--- src/rtl/dmem_arbiter_if.sv ---
// dmem_arbiter_if: requester (cpu, dbg) and memory-side signals of the data memory arbiter
interface dmem_arbiter_if #(
    parameter int ADR_WIDTH  = 32,
    parameter int DATA_WIDTH = 32,
    parameter int DEPTH_LOG2 = 6,
    parameter int CNT_WIDTH  = 16
);
    logic                  cpu_req;
    logic                  cpu_we;
    logic [ADR_WIDTH-1:0]  cpu_addr;
    logic [DATA_WIDTH-1:0] cpu_wdata;
    logic                  cpu_stall;
    logic                  cpu_rvalid;
    logic [DATA_WIDTH-1:0] cpu_rdata;
    logic                  cpu_err;
    logic                  dbg_req;
    logic                  dbg_we;
    logic [ADR_WIDTH-1:0]  dbg_addr;
    logic [DATA_WIDTH-1:0] dbg_wdata;
    logic                  dbg_gnt;
    logic                  dbg_rvalid;
    logic [DATA_WIDTH-1:0] dbg_rdata;
    logic                  dbg_err;
    logic                  mem_read;
    logic                  mem_write;
    logic [DEPTH_LOG2-1:0] mem_addr;
    logic [DATA_WIDTH-1:0] mem_wdata;
    logic [DATA_WIDTH-1:0] mem_rdata;
    logic [CNT_WIDTH-1:0]  stall_cnt;

    // arbiter side
    modport slave (
        input  cpu_req, cpu_we, cpu_addr, cpu_wdata,
        output cpu_stall, cpu_rvalid, cpu_rdata, cpu_err,
        input  dbg_req, dbg_we, dbg_addr, dbg_wdata,
        output dbg_gnt, dbg_rvalid, dbg_rdata, dbg_err,
        output mem_read, mem_write, mem_addr, mem_wdata,
        input  mem_rdata,
        output stall_cnt
    );

    // requester/memory side
    modport master (
        output cpu_req, cpu_we, cpu_addr, cpu_wdata,
        input  cpu_stall, cpu_rvalid, cpu_rdata, cpu_err,
        output dbg_req, dbg_we, dbg_addr, dbg_wdata,
        input  dbg_gnt, dbg_rvalid, dbg_rdata, dbg_err,
        input  mem_read, mem_write, mem_addr, mem_wdata,
        output mem_rdata,
        input  stall_cnt
    );
endinterface

--- src/rtl/dmem_arbiter.sv ---
// dmem_arbiter: shares a single-port data memory between cpu and dbg with cpu priority and a dbg starvation guard
module dmem_arbiter #(
    parameter int ADR_WIDTH    = 32,
    parameter int DATA_WIDTH   = 32,
    parameter int DEPTH_LOG2   = 6,
    parameter int STARVE_LIMIT = 4,
    parameter int CNT_WIDTH    = 16
) (
    input  logic          clk,
    input  logic          rst,
    dmem_arbiter_if.slave bus
);
    localparam int SW = $clog2(STARVE_LIMIT + 1);
    localparam logic [SW-1:0] LIMIT = SW'(STARVE_LIMIT);

    logic                  dbg_win, cpu_win, win, we, ok, stall, cpu_done, dbg_done;
    logic [ADR_WIDTH-1:0]  addr;
    logic [DATA_WIDTH-1:0] wdata;
    logic [SW-1:0]         starve_d, starve_q;
    logic [CNT_WIDTH-1:0]  stall_cnt_d, stall_cnt_q;
    logic                  cpu_rvalid_d, cpu_rvalid_q, cpu_err_d, cpu_err_q;
    logic                  dbg_rvalid_d, dbg_rvalid_q, dbg_err_d, dbg_err_q;
    logic [DATA_WIDTH-1:0] cpu_rdata_d, cpu_rdata_q, dbg_rdata_d, dbg_rdata_q;

    // arbitration, address check, memory command and next-state of all registers
    always_comb begin
        dbg_win  = bus.dbg_req && (!bus.cpu_req || starve_q == LIMIT);
        cpu_win  = bus.cpu_req && !dbg_win;
        win      = dbg_win || cpu_win;
        addr     = dbg_win ? bus.dbg_addr : bus.cpu_addr;
        we       = dbg_win ? bus.dbg_we : bus.cpu_we;
        wdata    = dbg_win ? bus.dbg_wdata : bus.cpu_wdata;
        ok       = addr[1:0] == 2'b00 && (addr >> (DEPTH_LOG2 + 2)) == '0;
        stall    = bus.cpu_req && !cpu_win;
        // a granted access produces a response unless it is a good write
        cpu_done = cpu_win && (!ok || !we);
        dbg_done = dbg_win && (!ok || !we);
        cpu_rvalid_d = cpu_done;
        cpu_err_d    = cpu_done ? !ok : cpu_err_q;
        cpu_rdata_d  = cpu_done ? (ok ? bus.mem_rdata : '0) : cpu_rdata_q;
        dbg_rvalid_d = dbg_done;
        dbg_err_d    = dbg_done ? !ok : dbg_err_q;
        dbg_rdata_d  = dbg_done ? (ok ? bus.mem_rdata : '0) : dbg_rdata_q;
        starve_d     = (bus.dbg_req && !dbg_win) ? (starve_q == LIMIT ? LIMIT : starve_q + 1'b1) : '0;
        stall_cnt_d  = (stall && stall_cnt_q != '1) ? stall_cnt_q + 1'b1 : stall_cnt_q;
    end

    // state registers; reset drops any in-flight read response
    always_ff @(posedge clk or negedge rst) begin
        if (!rst) begin
            starve_q     <= '0;
            stall_cnt_q  <= '0;
            cpu_rvalid_q <= 1'b0;
            cpu_err_q    <= 1'b0;
            cpu_rdata_q  <= '0;
            dbg_rvalid_q <= 1'b0;
            dbg_err_q    <= 1'b0;
            dbg_rdata_q  <= '0;
        end else begin
            starve_q     <= starve_d;
            stall_cnt_q  <= stall_cnt_d;
            cpu_rvalid_q <= cpu_rvalid_d;
            cpu_err_q    <= cpu_err_d;
            cpu_rdata_q  <= cpu_rdata_d;
            dbg_rvalid_q <= dbg_rvalid_d;
            dbg_err_q    <= dbg_err_d;
            dbg_rdata_q  <= dbg_rdata_d;
        end
    end

    assign bus.cpu_stall  = stall;
    assign bus.dbg_gnt    = dbg_win;
    assign bus.mem_read   = win && ok && !we;
    assign bus.mem_write  = win && ok && we;
    assign bus.mem_addr   = win ? addr[DEPTH_LOG2+1:2] : '0;
    assign bus.mem_wdata  = win ? wdata : '0;
    assign bus.cpu_rvalid = cpu_rvalid_q;
    assign bus.cpu_err    = cpu_err_q;
    assign bus.cpu_rdata  = cpu_rdata_q;
    assign bus.dbg_rvalid = dbg_rvalid_q;
    assign bus.dbg_err    = dbg_err_q;
    assign bus.dbg_rdata  = dbg_rdata_q;
    assign bus.stall_cnt  = stall_cnt_q;
endmodule

--- src/flat_wrapper.sv ---
// flat-port wrapper written by rule: the top's interface ports become plain ports
module dmem_arbiter_flat 
#(
    parameter int ADR_WIDTH    = 32,
    parameter int DATA_WIDTH   = 32,
    parameter int DEPTH_LOG2   = 6,
    parameter int STARVE_LIMIT = 4,
    parameter int CNT_WIDTH    = 16
)
  (clk, rst, bus_cpu_req, bus_cpu_we, bus_cpu_addr, bus_cpu_wdata, bus_cpu_stall, bus_cpu_rvalid, bus_cpu_rdata, bus_cpu_err, bus_dbg_req, bus_dbg_we, bus_dbg_addr, bus_dbg_wdata, bus_dbg_gnt, bus_dbg_rvalid, bus_dbg_rdata, bus_dbg_err, bus_mem_read, bus_mem_write, bus_mem_addr, bus_mem_wdata, bus_mem_rdata, bus_stall_cnt);
  dmem_arbiter_if #(.ADR_WIDTH(ADR_WIDTH), .DATA_WIDTH(DATA_WIDTH), .DEPTH_LOG2(DEPTH_LOG2), .CNT_WIDTH(CNT_WIDTH)) bus_i ();
  input  logic clk;
  input  logic rst;
  input wire logic [$bits(bus_i.cpu_req)-1:0] bus_cpu_req;
  input wire logic [$bits(bus_i.cpu_we)-1:0] bus_cpu_we;
  input wire logic [$bits(bus_i.cpu_addr)-1:0] bus_cpu_addr;
  input wire logic [$bits(bus_i.cpu_wdata)-1:0] bus_cpu_wdata;
  output wire logic [$bits(bus_i.cpu_stall)-1:0] bus_cpu_stall;
  output wire logic [$bits(bus_i.cpu_rvalid)-1:0] bus_cpu_rvalid;
  output wire logic [$bits(bus_i.cpu_rdata)-1:0] bus_cpu_rdata;
  output wire logic [$bits(bus_i.cpu_err)-1:0] bus_cpu_err;
  input wire logic [$bits(bus_i.dbg_req)-1:0] bus_dbg_req;
  input wire logic [$bits(bus_i.dbg_we)-1:0] bus_dbg_we;
  input wire logic [$bits(bus_i.dbg_addr)-1:0] bus_dbg_addr;
  input wire logic [$bits(bus_i.dbg_wdata)-1:0] bus_dbg_wdata;
  output wire logic [$bits(bus_i.dbg_gnt)-1:0] bus_dbg_gnt;
  output wire logic [$bits(bus_i.dbg_rvalid)-1:0] bus_dbg_rvalid;
  output wire logic [$bits(bus_i.dbg_rdata)-1:0] bus_dbg_rdata;
  output wire logic [$bits(bus_i.dbg_err)-1:0] bus_dbg_err;
  output wire logic [$bits(bus_i.mem_read)-1:0] bus_mem_read;
  output wire logic [$bits(bus_i.mem_write)-1:0] bus_mem_write;
  output wire logic [$bits(bus_i.mem_addr)-1:0] bus_mem_addr;
  output wire logic [$bits(bus_i.mem_wdata)-1:0] bus_mem_wdata;
  input wire logic [$bits(bus_i.mem_rdata)-1:0] bus_mem_rdata;
  output wire logic [$bits(bus_i.stall_cnt)-1:0] bus_stall_cnt;
  assign bus_i.cpu_req = bus_cpu_req;
  assign bus_i.cpu_we = bus_cpu_we;
  assign bus_i.cpu_addr = bus_cpu_addr;
  assign bus_i.cpu_wdata = bus_cpu_wdata;
  assign bus_cpu_stall = bus_i.cpu_stall;
  assign bus_cpu_rvalid = bus_i.cpu_rvalid;
  assign bus_cpu_rdata = bus_i.cpu_rdata;
  assign bus_cpu_err = bus_i.cpu_err;
  assign bus_i.dbg_req = bus_dbg_req;
  assign bus_i.dbg_we = bus_dbg_we;
  assign bus_i.dbg_addr = bus_dbg_addr;
  assign bus_i.dbg_wdata = bus_dbg_wdata;
  assign bus_dbg_gnt = bus_i.dbg_gnt;
  assign bus_dbg_rvalid = bus_i.dbg_rvalid;
  assign bus_dbg_rdata = bus_i.dbg_rdata;
  assign bus_dbg_err = bus_i.dbg_err;
  assign bus_mem_read = bus_i.mem_read;
  assign bus_mem_write = bus_i.mem_write;
  assign bus_mem_addr = bus_i.mem_addr;
  assign bus_mem_wdata = bus_i.mem_wdata;
  assign bus_i.mem_rdata = bus_mem_rdata;
  assign bus_stall_cnt = bus_i.stall_cnt;
  dmem_arbiter #(.ADR_WIDTH(ADR_WIDTH), .DATA_WIDTH(DATA_WIDTH), .DEPTH_LOG2(DEPTH_LOG2), .STARVE_LIMIT(STARVE_LIMIT), .CNT_WIDTH(CNT_WIDTH)) u_core (.clk(clk), .rst(rst), .bus(bus_i));
endmodule
--- config.mk ---
export PLATFORM = sky130hd
export DESIGN_NAME = dmem_arbiter_flat
export DESIGN_NICKNAME = d
export VERILOG_FILES = /design/src/rtl/dmem_arbiter_if.sv /design/src/rtl/dmem_arbiter.sv /design/src/flat_wrapper.sv
export SDC_FILE = /design/constraint.sdc
export NUM_CORES = 1
export LEC_CHECK = 0
export CORE_UTILIZATION = 25
export CTS_CLUSTER_SIZE = 16
export DETAILED_ROUTE_END_ITERATION = 12
export PLACE_DENSITY_LB_ADDON = 0.08
export RECOVER_POWER = 50
export SLEW_MARGIN = 20
export SYNTH_ARGS = -nofsm -noshare
export SYNTH_HDL_FRONTEND = slang
export SYNTH_SLANG_ARGS = --single-unit
--- constraint.sdc ---
create_clock -name clk -period 1.7 [get_ports clk]
set_input_delay 0.255 -clock clk [delete_from_list [all_inputs] [get_ports clk]]
set_output_delay 0.255 -clock clk [all_outputs]
set_load 0.01 [all_outputs]
# Word-level counts from Yosys, hierarchy flattened
# Index checks and enable logic that the tools add are counted.
[totals]
register_bits = 87
input_bits = 166
out_inout_bits = 126
wordCells = 41
[op_classes]
n_addsub = 2
n_eq_ne = 2
mux = 8
n_reduce_logical = 21
[op_table]
columns = ["op", "n"]
rows = [
  ["2-to-1 mux 32 bit", 4],
  ["logical NOT 32 bit", 1],
  ["adder 16 x 1 -> 16 bit (second input constant)", 1],
  ["!= test 16 bit (second input constant)", 1],
  ["logical AND 1 bit", 11],
  ["2-to-1 mux 3 bit", 2],
  ["2-to-1 mux 6 bit", 1],
  ["logical NOT 1 bit", 5],
  ["adder 3 x 1 -> 3 bit (second input constant)", 1],
  ["equality test 3 bit (second input constant)", 1],
  ["logical OR 1 bit", 3],
  ["logical NOT 2 bit", 1],
  ["2-to-1 mux 1 bit", 1],
]

# Longest topological paths before layout
# Gate-level depths: netlist of the first run.
[logic_depth]
depth_word = 9
mapped_depth = 9
depth_no_buf = 7

# Worst setup path after synthesis of the first run
# No wires, ideal clock.
[synth_timing]
path_type = "register to output"
startpoint = "reg u_core.starve_q[0]"
endpoint = "out bus_mem_read"
t_arrival_ns = 1.712
t_required_ns = 1.445
slack_ns = -0.267
path_stages_with_launch = 8
path_buffers = 1
cell_sequence = "dfrtp_1 inv_1 ha_1 nand2_1 a21o_1 buf_6 or4_1 a21oi_1"
[synth_via]
elab_chain_cells = 8
elab_cells_between_ends = 14
cone_classes = "eq/ne (1); mux (2); reduce/logical (11)"
[synth_lines]
columns = ["item", "line_no", "rtl"]
rows = [
  ["start, declared", "dmem_arbiter.sv:19", "logic [SW-1:0] starve_d, starve_q;"],
  ["start signal, assigned", "dmem_arbiter.sv:60", "starve_q <= starve_d;"],
  ["equality test 3 bit *", "dmem_arbiter.sv:27", "dbg_win = bus.dbg_req && (!bus.cpu_req || starve_q == LIMIT);"],
  ["logical OR 1 bit *", "dmem_arbiter.sv:27", ""],
  ["logical AND 1 bit *", "dmem_arbiter.sv:27", ""],
  ["2-to-1 mux 32 bit or logical NOT 1 bit (tied branches)", "dmem_arbiter.sv:30, dmem_arbiter.sv:28", ""],
  ["logical NOT 32 bit, or another cell as far along", "dmem_arbiter.sv:33", "ok = addr[1:0] == 2'b00 && (addr >> (DEPTH_LOG2 + 2)) == '0;"],
  ["logical AND 1 bit or logical OR 1 bit (tied branches)", "dmem_arbiter.sv:33, dmem_arbiter.sv:29", ""],
  ["logical AND 1 bit", "dmem_arbiter.sv:73", "assign bus.mem_read = win && ok && !we;"],
  ["logical AND 1 bit *", "dmem_arbiter.sv:73", ""],
  ["end, declared", "flat_wrapper.sv:30", "output wire logic [$bits(bus_i.mem_read)-1:0] bus_mem_read;"],
]
# Mark *: on every way between the ends. The rest lies on a longest branch, timed or not.

# Worst setup path after layout of the first run
[layout_timing]
startpoint = "reg u_core.starve_q[1]"
endpoint = "out bus_mem_addr[3]"
[layout_via]
elab_chain_cells = 7
elab_cells_between_ends = 8
cone_classes = "eq/ne (1); mux (2); reduce/logical (5)"
[layout_lines]
columns = ["item", "line_no", "rtl"]
rows = [
  ["equality test 3 bit *", "dmem_arbiter.sv:27", ""],
  ["logical OR 1 bit *", "dmem_arbiter.sv:27", ""],
  ["logical AND 1 bit *", "dmem_arbiter.sv:27", ""],
  ["logical NOT 1 bit", "dmem_arbiter.sv:28", "cpu_win = bus.cpu_req && !dbg_win;"],
  ["logical AND 1 bit", "dmem_arbiter.sv:28", ""],
  ["logical OR 1 bit", "dmem_arbiter.sv:29", "win = dbg_win || cpu_win;"],
  ["2-to-1 mux 6 bit *", "dmem_arbiter.sv:75", "assign bus.mem_addr = win ? addr[DEPTH_LOG2+1:2] : '0;"],
  ["end, declared", "flat_wrapper.sv:32", "output wire logic [$bits(bus_i.mem_addr)-1:0] bus_mem_addr;"],
]
# Marked as above.

==> impl_metrics.csv, run 1 <==
group,metric,value,unit
global_route,grt.total_usage,0.202,
drt,routed_wl,19000,um
worst_setup_path,worstSetupEndpointType,"output port",
global_route,grt.met1_usage,0.239,
worst_setup_path,crit_end,"bus_mem_addr[3]",
worst_setup_path,r2r_setup_slack,-0.41,ns
worst_setup_path,crit_start,"u_core.starve_q[1]$_DFF_PN0_",
floorplan,die_h,131,um
min_path,hp-class,"reg -> reg",
cells_and_area,final_cells,992,
synthesis,synth.distinct_cells,37,
sta,whs,0.500,ns
cells_and_area,final_nets,939,
synthesis,syn_inst,400,
global_route,antenna_found_initial,2,
worst_setup_path,max_stage_delay,0.39,ns
synthesis,ys_seq_elements,87,
floorplan,pin_count,292,
global_route,overflow,0,
floorplan,initial_utilization,0.259,
worst_setup_path,rr_startpoint,"u_core.starve_q[1]$_DFF_PN0_",
synthesis,syn_nets,569,
clock_tree,clockBufferDepth,2,
global_route,grt_max_degree,42,
global_route,busiest_layer,"met2",
global_route,gr-usage-met3,0.0471,
cells_and_area,fin_area,9140,sq um
cells_and_area,syn_to_final_growth,119,%
sta,relSlewSlack,0.416,
placement,hpwl,12800,um
sta,setup_viol,107,
worst_setup_path,cp.arrival,1.96,ns
synthesis,avgSynthCellArea,10.4,sq um
sta,finalMaxSlewViolations,0,
sta,finalClockSkew,0.00832,ns
synthesis,synth_edf_count,0,
global_route,grtUsageMet2,0.363,
power,p_leak,4.26,nW
drt,vias_per_cell,4.75,
floorplan,dieArea,17200,sq um
drt,drtIter0Drc,151,
synthesis,ys_warn_count,0,
worst_setup_path,critical_path_class,"reg -> out",
clock_tree,cts_tree,"built",
clock_tree,clk_pin_slew,0.06,ns
drt,routedWlPerCell,19.1,um
drt,drc,0,
sta,worstMarginPinSlew,0.876,ns
power,irDropWorstVdd,0.000436,V
worst_setup_path,crit_fanout,6,
floorplan,row_count,46,
worst_setup_path,worst_path_max_delay_cell,"dfrtp_1",
drt,vias,4711,
floorplan,core-area,16100,sq um
worst_setup_path,critPathLaunchType,"flop",
worst_setup_path,cp_cell_sequence,"inv_2 -> ha_4 -> nand2_4 -> a21o_4 -> inv_8 -> buf_12 -> buf_8 -> buf_6 -> nand2_2 -> a21oi_2 -> buf_2",
power,power,5.25,mW
synthesis,synthFlopType,"dfrtp_1",
worst_setup_path,r2r_cells,12,
cells_and_area,drive_above_1_share,0.343,
drt,ant_nets,0,
synthesis,ys_seq_area_frac,0.521,
clock_tree,clk_latency,0.34,ns
placement,placed_area,7750,sq um
global_route,grt_pass1_vias,4632,
outcome,violations,"negative setup slack",
power,powerDensity,574,nW/um^2
placement,gp_congestion,0.815,
synthesis,synth_area,4180,sq um
drt,first_pass_iters,6,
sta,finalHoldViolations,0,
clock_tree,cts_sinks,87,
outcome,status,"finished with violations",
worst_setup_path,cp.required,1.44,ns
run,maxCapViolCount,0,
placement,io_buffer_count,291,
synthesis,async_flop_share,1.00,
sta,max_freq,451,MHz
worst_setup_path,reg2reg_to,"u_core.bus.dbg_rdata[3]$_DFFE_PN0P_",
clock_tree,cts_root_buf,"clkbuf_16",
clock_tree,htree_levels,3,
global_route,grt_pass1_wl,26700,um
placement,dpl.cell_count,923,
sta,grt_setup_unrepaired,"yes",
sta,fin_crit,2.22,ns
clock_tree,cts_made_buffers,9,
floorplan,dieWidth,131,um
sta,setup_ws,-0.520,ns
sta,period_share,1.31,
## worst max-delay path, delay by kind of cell, from the launching register on
family,cells,cell delay (ns)
buffers and inverters,6,0.61
flip-flops,1,0.39
AO/OA/AOI/OAI,2,0.35
adder cells (fa/ha/maj),1,0.16
AND/OR/NAND/NOR,2,0.09
## registers in the layout, summed over array words and instances (netlist names)
| name | count |
|---|---|
| u_core.bus.dbg_rvalid | 1 |
| u_core.bus.cpu_rvalid | 1 |
| u_core.bus.dbg_err | 1 |
| u_core.bus.stall_cnt | 16 |
| u_core.bus.dbg_rdata | 32 |
| u_core.bus.cpu_rdata | 32 |
| u_core.bus.cpu_err | 1 |
| u_core.starve_q | 3 |
## synthesized netlist by cell type (all sizes together), types with 7 or more instances
cell    count  area [sq um]
a21oi      44           220
a22o       64           561
buf        16           131
clkbuf     12          45.0
dfrtp      87          2180
nand2      83           312
nand4      11          81.3
nor2        7          26.3
nor4       14           155
xnor2       8          70.1
xor2        7          61.3
## layer usage
metal,vias to the layer above,wire length [um]
met1,2297,7800
met2,178,9780
met5,-,9
li1,2217,-
met4,2,284
met3,17,1100
## cell usage in the layout (no fill, tap or decap), types with 15 or more instances in the layout
cell type,instances
buf_4,46
nand2_4,15
dfrtp_1,87
buf_6,24
clkbuf_16,18
a21oi_2,40
a22o_1,64
dlymetal6s2s_1,25
buf_2,31
nand2_2,20
nand2_1,48
clkdlybuf4s50_1,223
## worst min path at each step
stage,end,startpoint,cells past startpoint
after global routing,u_core.bus.dbg_rdata[6]$_DFFE_PN0P_,u_core.bus.dbg_rdata[6]$_DFFE_PN0P_,1
after global placement,u_core.bus.dbg_rdata[25]$_DFFE_PN0P_,rst,1
after CTS,u_core.bus.cpu_rdata[25]$_DFFE_PN0P_,rst,2
final,u_core.bus.stall_cnt[7]$_DFFE_PN0P_,u_core.bus.stall_cnt[7]$_DFFE_PN0P_,1
after detailed placement,u_core.bus.cpu_rdata[25]$_DFFE_PN0P_,rst,1
after floorplan,u_core.bus.cpu_err$_DFFE_PN0P_,rst,0
## through the flow
| stage | TNS (ns) | util | worst slack [ns] |
|---|---|---|---|
| after floorplan | -0.509 | - | -0.174 |
| after global placement | -65.34 | 0.481 | -1.03 |
| after detailed placement | -66.70 | 0.481 | -1.04 |
| after CTS | -35.05 | 0.523 | -0.580 |
| after global routing | -42.44 | 0.567 | -0.613 |
| final | -33.04 | 0.567 | -0.520 |
## kinds of logic (layout without fill, tap and decap cells)
group           Yosys count  count (layout)  share of synthesized area
mux                       2               2                    0.00509
buf+inv                  34             409                     0.0476
xor+xnor                 15              15                     0.0315
flops                    87              87                      0.521
fa+ha+maj                 3               3                    0.00899
simple gates            141             141                      0.183
compound gates          118             118                      0.203
other cells               0               1                          0
## repair_timing
action                                  CTS  global route
endpoints found under the hold margin    31             0
cloned                                   10            13
hold buffers                              1             0
setup buffers                            13            19
endpoints found under the setup margin  109           122
pin swaps                                11            72
resized for setup                       234           123
## cell type report
type                            instances  area [sq um]
Antenna cell                            1          2.50
Clock buffer                           11           243
Clock inverter                          5          56.3
Fill cell                            1348          6980
Inverter                                6          30.0
Multi-Input combinational cell        279          2290
Sequential cell                        87          2180
Tap cell                              216           270
Timing Repair Buffer                  387          4070
## report_power, final
group          internal (mW)  switching, mW  total (mW)
combinational          0.684          0.487        1.17
sequential              2.08        0.00740        2.09
clock                   1.18          0.811        1.99
total                   3.94           1.31        5.25
(Power assumes the default switching activity.)
==> run 2: changes to the inputs <==
SLEW_MARGIN = default   (was 20)
==> results of run 2 <==
The final DEF is identical to that of run 1; final timing and power are the same.
==> patch 1 (flow settings as in run 1) <==
Take the reset off `dbg_rdata_q` and load it in a clocked block of its own.
--- a/src/rtl/dmem_arbiter.sv
+++ b/src/rtl/dmem_arbiter.sv
@@ -55,7 +55,6 @@
             cpu_rdata_q  <= '0;
             dbg_rvalid_q <= 1'b0;
             dbg_err_q    <= 1'b0;
-            dbg_rdata_q  <= '0;
         end else begin
             starve_q     <= starve_d;
             stall_cnt_q  <= stall_cnt_d;
@@ -64,8 +63,11 @@
             cpu_rdata_q  <= cpu_rdata_d;
             dbg_rvalid_q <= dbg_rvalid_d;
             dbg_err_q    <= dbg_err_d;
-            dbg_rdata_q  <= dbg_rdata_d;
         end
+    end
+
+    always_ff @(posedge clk) begin
+        dbg_rdata_q <= dbg_rdata_d;
     end
 
     assign bus.cpu_stall  = stall;
Behaviour: not the same (Yosys sat finds a counterexample within 4 cycles, from zero or initial values and one cycle with rst low).
==> patch 1 against run 1 <==
  * Sequential share of layout area is 1.3 points higher
  * Critical path depth is 1 lower
  * Utilization is 1.4 points lower
  * Critical endpoint is now bus_mem_wdata[0]
  * Via count is 1.1% lower
  * Final area is 1.8% higher
  * Clock skew is 0.00067 ns lower
  * Sequential cell count stayed put
  * Wire length is 2.3% lower
  * Final cell count is 0.30% lower
  * Power is 5.5% higher
  * Area after synthesis is 4.3% higher
  * Die area is 4.2% higher
  * Hold slack better by 0.0077 ns
  * The run still ends with negative setup slack left
  * Setup slack better by 0.069 ns
  * Largest cell class unchanged
==> patch 1: results (changes against run 1) <==
| Metric | Value |
|---|---|
| Status | finished, violations left (unchanged) |
| Failing checks | negative setup slack (unchanged) |
| Drt pass-1 iters | 4 (was 6) |
| Post-synth EDFFs | 32 (was 0) |
| Clock slew at reported path FFs | 0.06 ns (about the same) |
| Register area share after synthesis | 0.537 (was 0.521) |
| Synth area leaders | dfrtp_1, edfxtp_1, a21boi_2 (was dfrtp_1, a22o_1, nand2_1) |
| Yosys cell types | 46 (was 37) |
| Pin count of the biggest net entering global routing | 56 (was 42) |
| Gate Count Post-Synth | 398 (was 400) |
| Reg2reg path depth | 11 (was 12) |
| Setup violators final | 147 (was 107) |
| Hold path startpoint | u_core.bus.cpu_rdata[2] (was u_core.bus.stall_cnt[7]) |
| Top_reg_cell synth | dfrtp_1 (unchanged) |
| CTS H-tree lvls | 3 (unchanged) |
| Routed wire length | 18.5 mm (was 19.0 mm) |
| Worst R2R Start | u_core.starve_q[1] (unchanged) |
| Post-DP HPWL | 12.9 mm (was 12.8 mm) |
| Hold endpoint | u_core.bus.cpu_rdata[2] (was u_core.bus.stall_cnt[7]) |
| CTS max path bufs | 2 (unchanged) |
| Root buffer cell | clkbuf_16 (unchanged) |
| Initial DRC Count | 119 (was 151) |
| Clk_lat worst skew | 0.34 ns (about the same) |
| Leak | 0.00404 µW (was 0.00426 µW) |
| First-pass GRT wire length | 27.0 mm (was 26.7 mm) |
| Hold depth | 1 (unchanged) |
| Final worst setup slack | -0.450 ns (was -0.520 ns) |
| Placed cells | 928 (was 923) |
| Post-synth ARST share | 0.632 (was 1.00) |
| Peak supply drop | 0.548 mV (was 0.436 mV) |
| Pwr top | registers (unchanged) |
| Worst slew pin tran | 0.811 ns (was 0.876 ns) |
| Flop2flop setup slack | -0.44 ns (was -0.41 ns) |
| Comb power frac | 0.226 (was 0.223) |
| Global Route Usage Sum | 0.199 (was 0.202) |
| Commonest cells in the netlist | nand2_1, dfrtp_1, a21oi_1 (was dfrtp_1, nand2_1, a22o_1) |
| Crit Path Max Fanout | 8 (was 6) |
| Hold_ws | 0.508 ns (was 0.500 ns) |
| Sequential logic power | 2220 µW (was 2090 µW) |
| Worst EP arrival | 1.90 ns (was 1.96 ns) |
| RePlAce Congestion | 0.873 (was 0.815) |
| Met1 usage | 0.220 (was 0.239) |
| Port Buffers | 291 (unchanged) |
| Via count | 4658 (was 4711) |
| YS warnings | 0 (unchanged) |
| Post-Syn Nets | 567 (was 569) |
| R2R Path End | u_core.bus.dbg_rdata[3] (unchanged) |
| Hold WC Path Type | register to register (unchanged) |
| Met3 Use GR | 0.0510 (was 0.0471) |
| Initial antenna violation count | 3 (was 2) |
| CTS buffer count | 9 (unchanged) |
| Clock skew | 0.00765 ns (was 0.00832 ns) |
| Fin cells | 989 (was 992) |
| GRT met2 Usage | 0.374 (was 0.363) |
| Layout cells sized above 1 | 0.393 (was 0.343) |
| Int Pwr | 4160 µW (was 3940 µW) |
-- patch 1: cell count changes after synthesis, moves of 3 or more --
cell      before  now
xnor2_1        8    4
dfrtp_1       87   55
edfxtp_1       0   32
buf_1          0    5
a22o_1        64   32
nor3_1         0    3
a21boi_2       0   30
nor4_1         6   11
nor4_2         6    3
a21boi_1       0    3
-- patch 1: routing by layer --
layer | share of wire | vias up
met3 | 0.067 | 16
met5 | 0.0015 | -
met2 | 0.55 | 178
li1 | - | 2201
met4 | 0.010 | 4
met1 | 0.37 | 2259
-- patch 1: worst max path at each step --
| stage | start | endpoint | slack (ns) |
|---|---|---|---|
| 2_1_floorplan | u_core.starve_q[0] | u_core.bus.dbg_rdata[0] | -0.39 |
| 3_3_place_gp | bus_cpu_addr[0] | bus_mem_write | -0.89 |
| 3_5_place_dp | bus_cpu_addr[0] | bus_mem_write | -0.92 |
| 4_1_cts | u_core.starve_q[1] | bus_mem_read | -0.53 |
| 5_1_grt | u_core.starve_q[1] | bus_mem_wdata[0] | -0.52 |
| 6_report | u_core.starve_q[1] | bus_mem_wdata[0] | -0.45 |
-- patch 1: cells by family after synthesis --
| kind of cell | share of synthesized area |
|---|---|
| compound gates | 0.225 |
| xor+xnor | 0.0261 |
| fa+ha+maj | 0.00862 |
| buf+inv | 0.0420 |
| flops | 0.537 |
| mux | 0.00747 |
| simple gates | 0.154 |
-- patch 1: metrics by stage --
step	area (µm²)	TNS (ns)	power, µW	util	setup slack, ns
2_1_floorplan	4600	-20.47	2590	-	-0.386
3_3_place_gp	8030	-88.05	3350	0.477	-0.890
3_5_place_dp	8030	-92.65	3360	0.477	-0.915
4_1_cts	8870	-57.21	5540	0.527	-0.525
5_1_grt	9310	-59.45	5760	0.553	-0.523
6_report	9310	-49.73	5540	0.553	-0.450
-- patch 1: worst max-delay path, cell delays in order (launching register included) --
cell and delay [ns]:
dfrtp_1 0.40, inv_2 0.08, ha_4 0.14, nand2_4 0.05, a21bo_4 0.24, inv_8 0.08, buf_12 0.11, buf_12 0.13
nand2_2 0.06, a21oi_2 0.14, buf_2 0.14
-- patch 1: cell type report --
type / instances / area (µm²)
antenna: 1 / 2.50
tap: 220 / 275
fill: 1481 / 7510
inverter: 6 / 32.5
multi-input combinational: 277 / 2410
clock buffer: 10 / 239
timing repair buffer: 382 / 3940
clock inverter: 6 / 72.6
sequential: 87 / 2340
-- patch 1: timing repair --
| action | in CTS | in global routing |
|---|---|---|
| hold buffers | 1 | 0 |
| pin swaps | 51 | 62 |
| hold endpoints to repair | 55 | 0 |
| gates resized for setup | 258 | 99 |
| cloned | 10 | 6 |
| buffers inserted | 21 | 16 |
| endpoints found under the setup margin | 147 | 153 |
==> patch 2 (settings of run 1) <==
Without the edit above. `ADR_WIDTH` is set to 32 in 3 places; all go to 64.
--- a/src/rtl/dmem_arbiter_if.sv
+++ b/src/rtl/dmem_arbiter_if.sv
@@ -1,6 +1,6 @@
 // dmem_arbiter_if: requester (cpu, dbg) and memory-side signals of the data memory arbiter
 interface dmem_arbiter_if #(
-    parameter int ADR_WIDTH  = 32,
+    parameter int ADR_WIDTH  = 64,
     parameter int DATA_WIDTH = 32,
     parameter int DEPTH_LOG2 = 6,
     parameter int CNT_WIDTH  = 16
--- a/src/rtl/dmem_arbiter.sv
+++ b/src/rtl/dmem_arbiter.sv
@@ -1,6 +1,6 @@
 // dmem_arbiter: shares a single-port data memory between cpu and dbg with cpu priority and a dbg starvation guard
 module dmem_arbiter #(
-    parameter int ADR_WIDTH    = 32,
+    parameter int ADR_WIDTH    = 64,
     parameter int DATA_WIDTH   = 32,
     parameter int DEPTH_LOG2   = 6,
     parameter int STARVE_LIMIT = 4,
--- a/src/flat_wrapper.sv
+++ b/src/flat_wrapper.sv
@@ -1,7 +1,7 @@
 // flat-port wrapper written by rule: the top's interface ports become plain ports
 module dmem_arbiter_flat 
 #(
-    parameter int ADR_WIDTH    = 32,
+    parameter int ADR_WIDTH    = 64,
     parameter int DATA_WIDTH   = 32,
     parameter int DEPTH_LOG2   = 6,
     parameter int STARVE_LIMIT = 4,
Interface: changed (resized bus_cpu_addr and bus_dbg_addr); port bits go from 292 to 356. No check against the original RTL was run, so the function may have changed too.
==> patch 2 against run 1 <==
  * Sequential cell count is the same
  * The run still ends with negative setup slack left
  * Final area grew 4.8%
  * Wire length grew 13%
  * Critical path type unchanged
  * Largest power group unchanged
  * Final cell count grew 6.4%
  * Power grew 2.5%
  * Setup slack gained 0.077 ns
  * Area after synthesis grew 0.33%
  * Non-clock buffer count grew 45
==> patch 2: results (changes against run 1) <==
| Metric | Value |
|---|---|
| Status | finished, violations left (unchanged) |
| Failing checks | negative setup slack (unchanged) |
| Initial antenna violation count | 0 (was 2) |
| Global Route Usage Sum | 0.229 (was 0.202) |
| Final worst setup slack | -0.443 ns (was -0.520 ns) |
| Post-Synth Adder-Cell Area | 0.00896 (was 0.00899) |
| Worst EP arrival | 1.89 ns (was 1.96 ns) |
| Vias in the first global route | 5327 (was 4632) |
| Hold WC Path Type | primary input to async pin (was register to register) |
| Synth area leaders | dfrtp_1, a22o_1, nand2_1 (unchanged) |
| Layout cells sized above 1 | 0.296 (was 0.343) |
| Clock skew | 0.00999 ns (was 0.00832 ns) |
| RePlAce Congestion | 0.884 (was 0.815) |
| Leak | 0.00441 µW (was 0.00426 µW) |
| Place WS | -1.20 ns (was -1.04 ns) |
| Register area share after synthesis | 0.520 (was 0.521) |
| Initial DRC Count | 249 (was 151) |
| Flop2flop setup slack | -0.37 ns (was -0.41 ns) |
| Peak supply drop | 0.376 mV (was 0.436 mV) |
| Compound-Gate Fraction of Synth Area | 0.171 (was 0.203) |
| CP top delay family | compound AO/OA/AOI/OAI gates (was buffers and inverters) |
| DR vias/cell | 4.86 (was 4.75) |
| Drt pass-1 iters | 4 (was 6) |
| XOR/XNOR Fraction of Synth Area | 0.0272 (was 0.0315) |
| Setup violators final | 124 (was 107) |
| Worst slew pin tran | 0.646 ns (was 0.876 ns) |
| Final nets | 1066 (was 939) |
| Mux contribution to synthesized area | 0.00508 (was 0.00509) |
| First-pass GRT wire length | 30.5 mm (was 26.7 mm) |
| Post-DP HPWL | 15.5 mm (was 12.8 mm) |
| Post-Syn Nets | 648 (was 569) |
| Via count | 5124 (was 4711) |
| Port Buffers | 355 (was 291) |
-- patch 2: cells by family after synthesis --
| kind of cell | count (synthesis) |
|---|---|
| muxes | 2 |
| xor gates and xnor gates | 13 |
| and+or+nand+nor | 191 |
| buffers and inverters | 34 |
| DFF | 87 |
| adders and majority gates | 3 |
| AOI/OAI and AO/OA | 85 |
-- patch 2: worst max-delay path by stage --
stage / startpoint / end / cells after the start
finish: u_core.starve_q[1] / bus_mem_read / 8
global route: u_core.starve_q[1] / bus_mem_read / 8
CTS: u_core.starve_q[0] / bus_mem_read / 10
detailed placement: bus_dbg_addr[19] / bus_mem_read / 8
global placement: bus_dbg_addr[19] / bus_mem_read / 8
floorplan: bus_dbg_addr[14] / bus_mem_read / 5
-- patch 2: where the power goes --
group          switching, µW  internal (µW)  leakage (µW)
combinational            498            727       0.00305
sequential              5.29           2080       0.00120
clock                    868           1200      0.000156
-- patch 2: per-layer routing --
metal / share of wire / GRT usage / vias up
li1: - / - / 2380
met1: 0.37 / 0.262 / 2492
met2: 0.54 / 0.427 / 223
met3: 0.067 / 0.0436 / 29
met4: 0.021 / 0.0672 / 0
met5: 0 / 0 / -
-- patch 2: cell type report --
| class | count | area [µm²] |
|---|---|---|
| Clock inverter | 6 | 77.6 |
| Sequential cell | 87 | 2180 |
| Tap cell | 216 | 270 |
| Clock buffer | 10 | 239 |
| Multi-Input combinational cell | 294 | 2390 |
| Timing Repair Buffer | 432 | 4380 |
| Antenna cell | 1 | 2.50 |
| Fill cell | 1378 | 6540 |
| Inverter | 9 | 43.8 |
-- patch 2: worst reg2reg max path: stages, from the launching register on --
cell     delay, ns
dfrtp_1       0.39
inv_2         0.08
ha_4          0.14
buf_4         0.10
buf_6         0.08
nand4_1       0.12
buf_4         0.18
or2_4         0.24
nor3_4        0.30
nand4_1       0.16
xnor2_1       0.16
-- patch 2: what timing repair did --
action                                 4_1_cts  5_1_grt
resized for setup                          337      104
pin swaps                                   56       58
setup endpoints to repair                  124      125
gates cloned                                 6        9
hold buffers                                 1        0
setup buffers                               10       11
endpoints found under the hold margin       22        0
-- patch 2: per-stage QoR --
stage | hold slack [ns] | total power (µW) | util | setup TNS (ns) | cell area [µm²]
final | 0.476 | 5380 | 0.594 | -39.39 | 9570
after global routing | 0.515 | 5580 | 0.594 | -50.09 | 9570
after CTS | 0.367 | 5360 | 0.567 | -37.55 | 9140
after detailed placement | 0.193 | 3260 | 0.527 | -88.79 | 8490
after global placement | 0.183 | 3250 | 0.527 | -85.23 | 8490
after floorplan | -0.0406 | 2360 | - | -2.35 | 4410
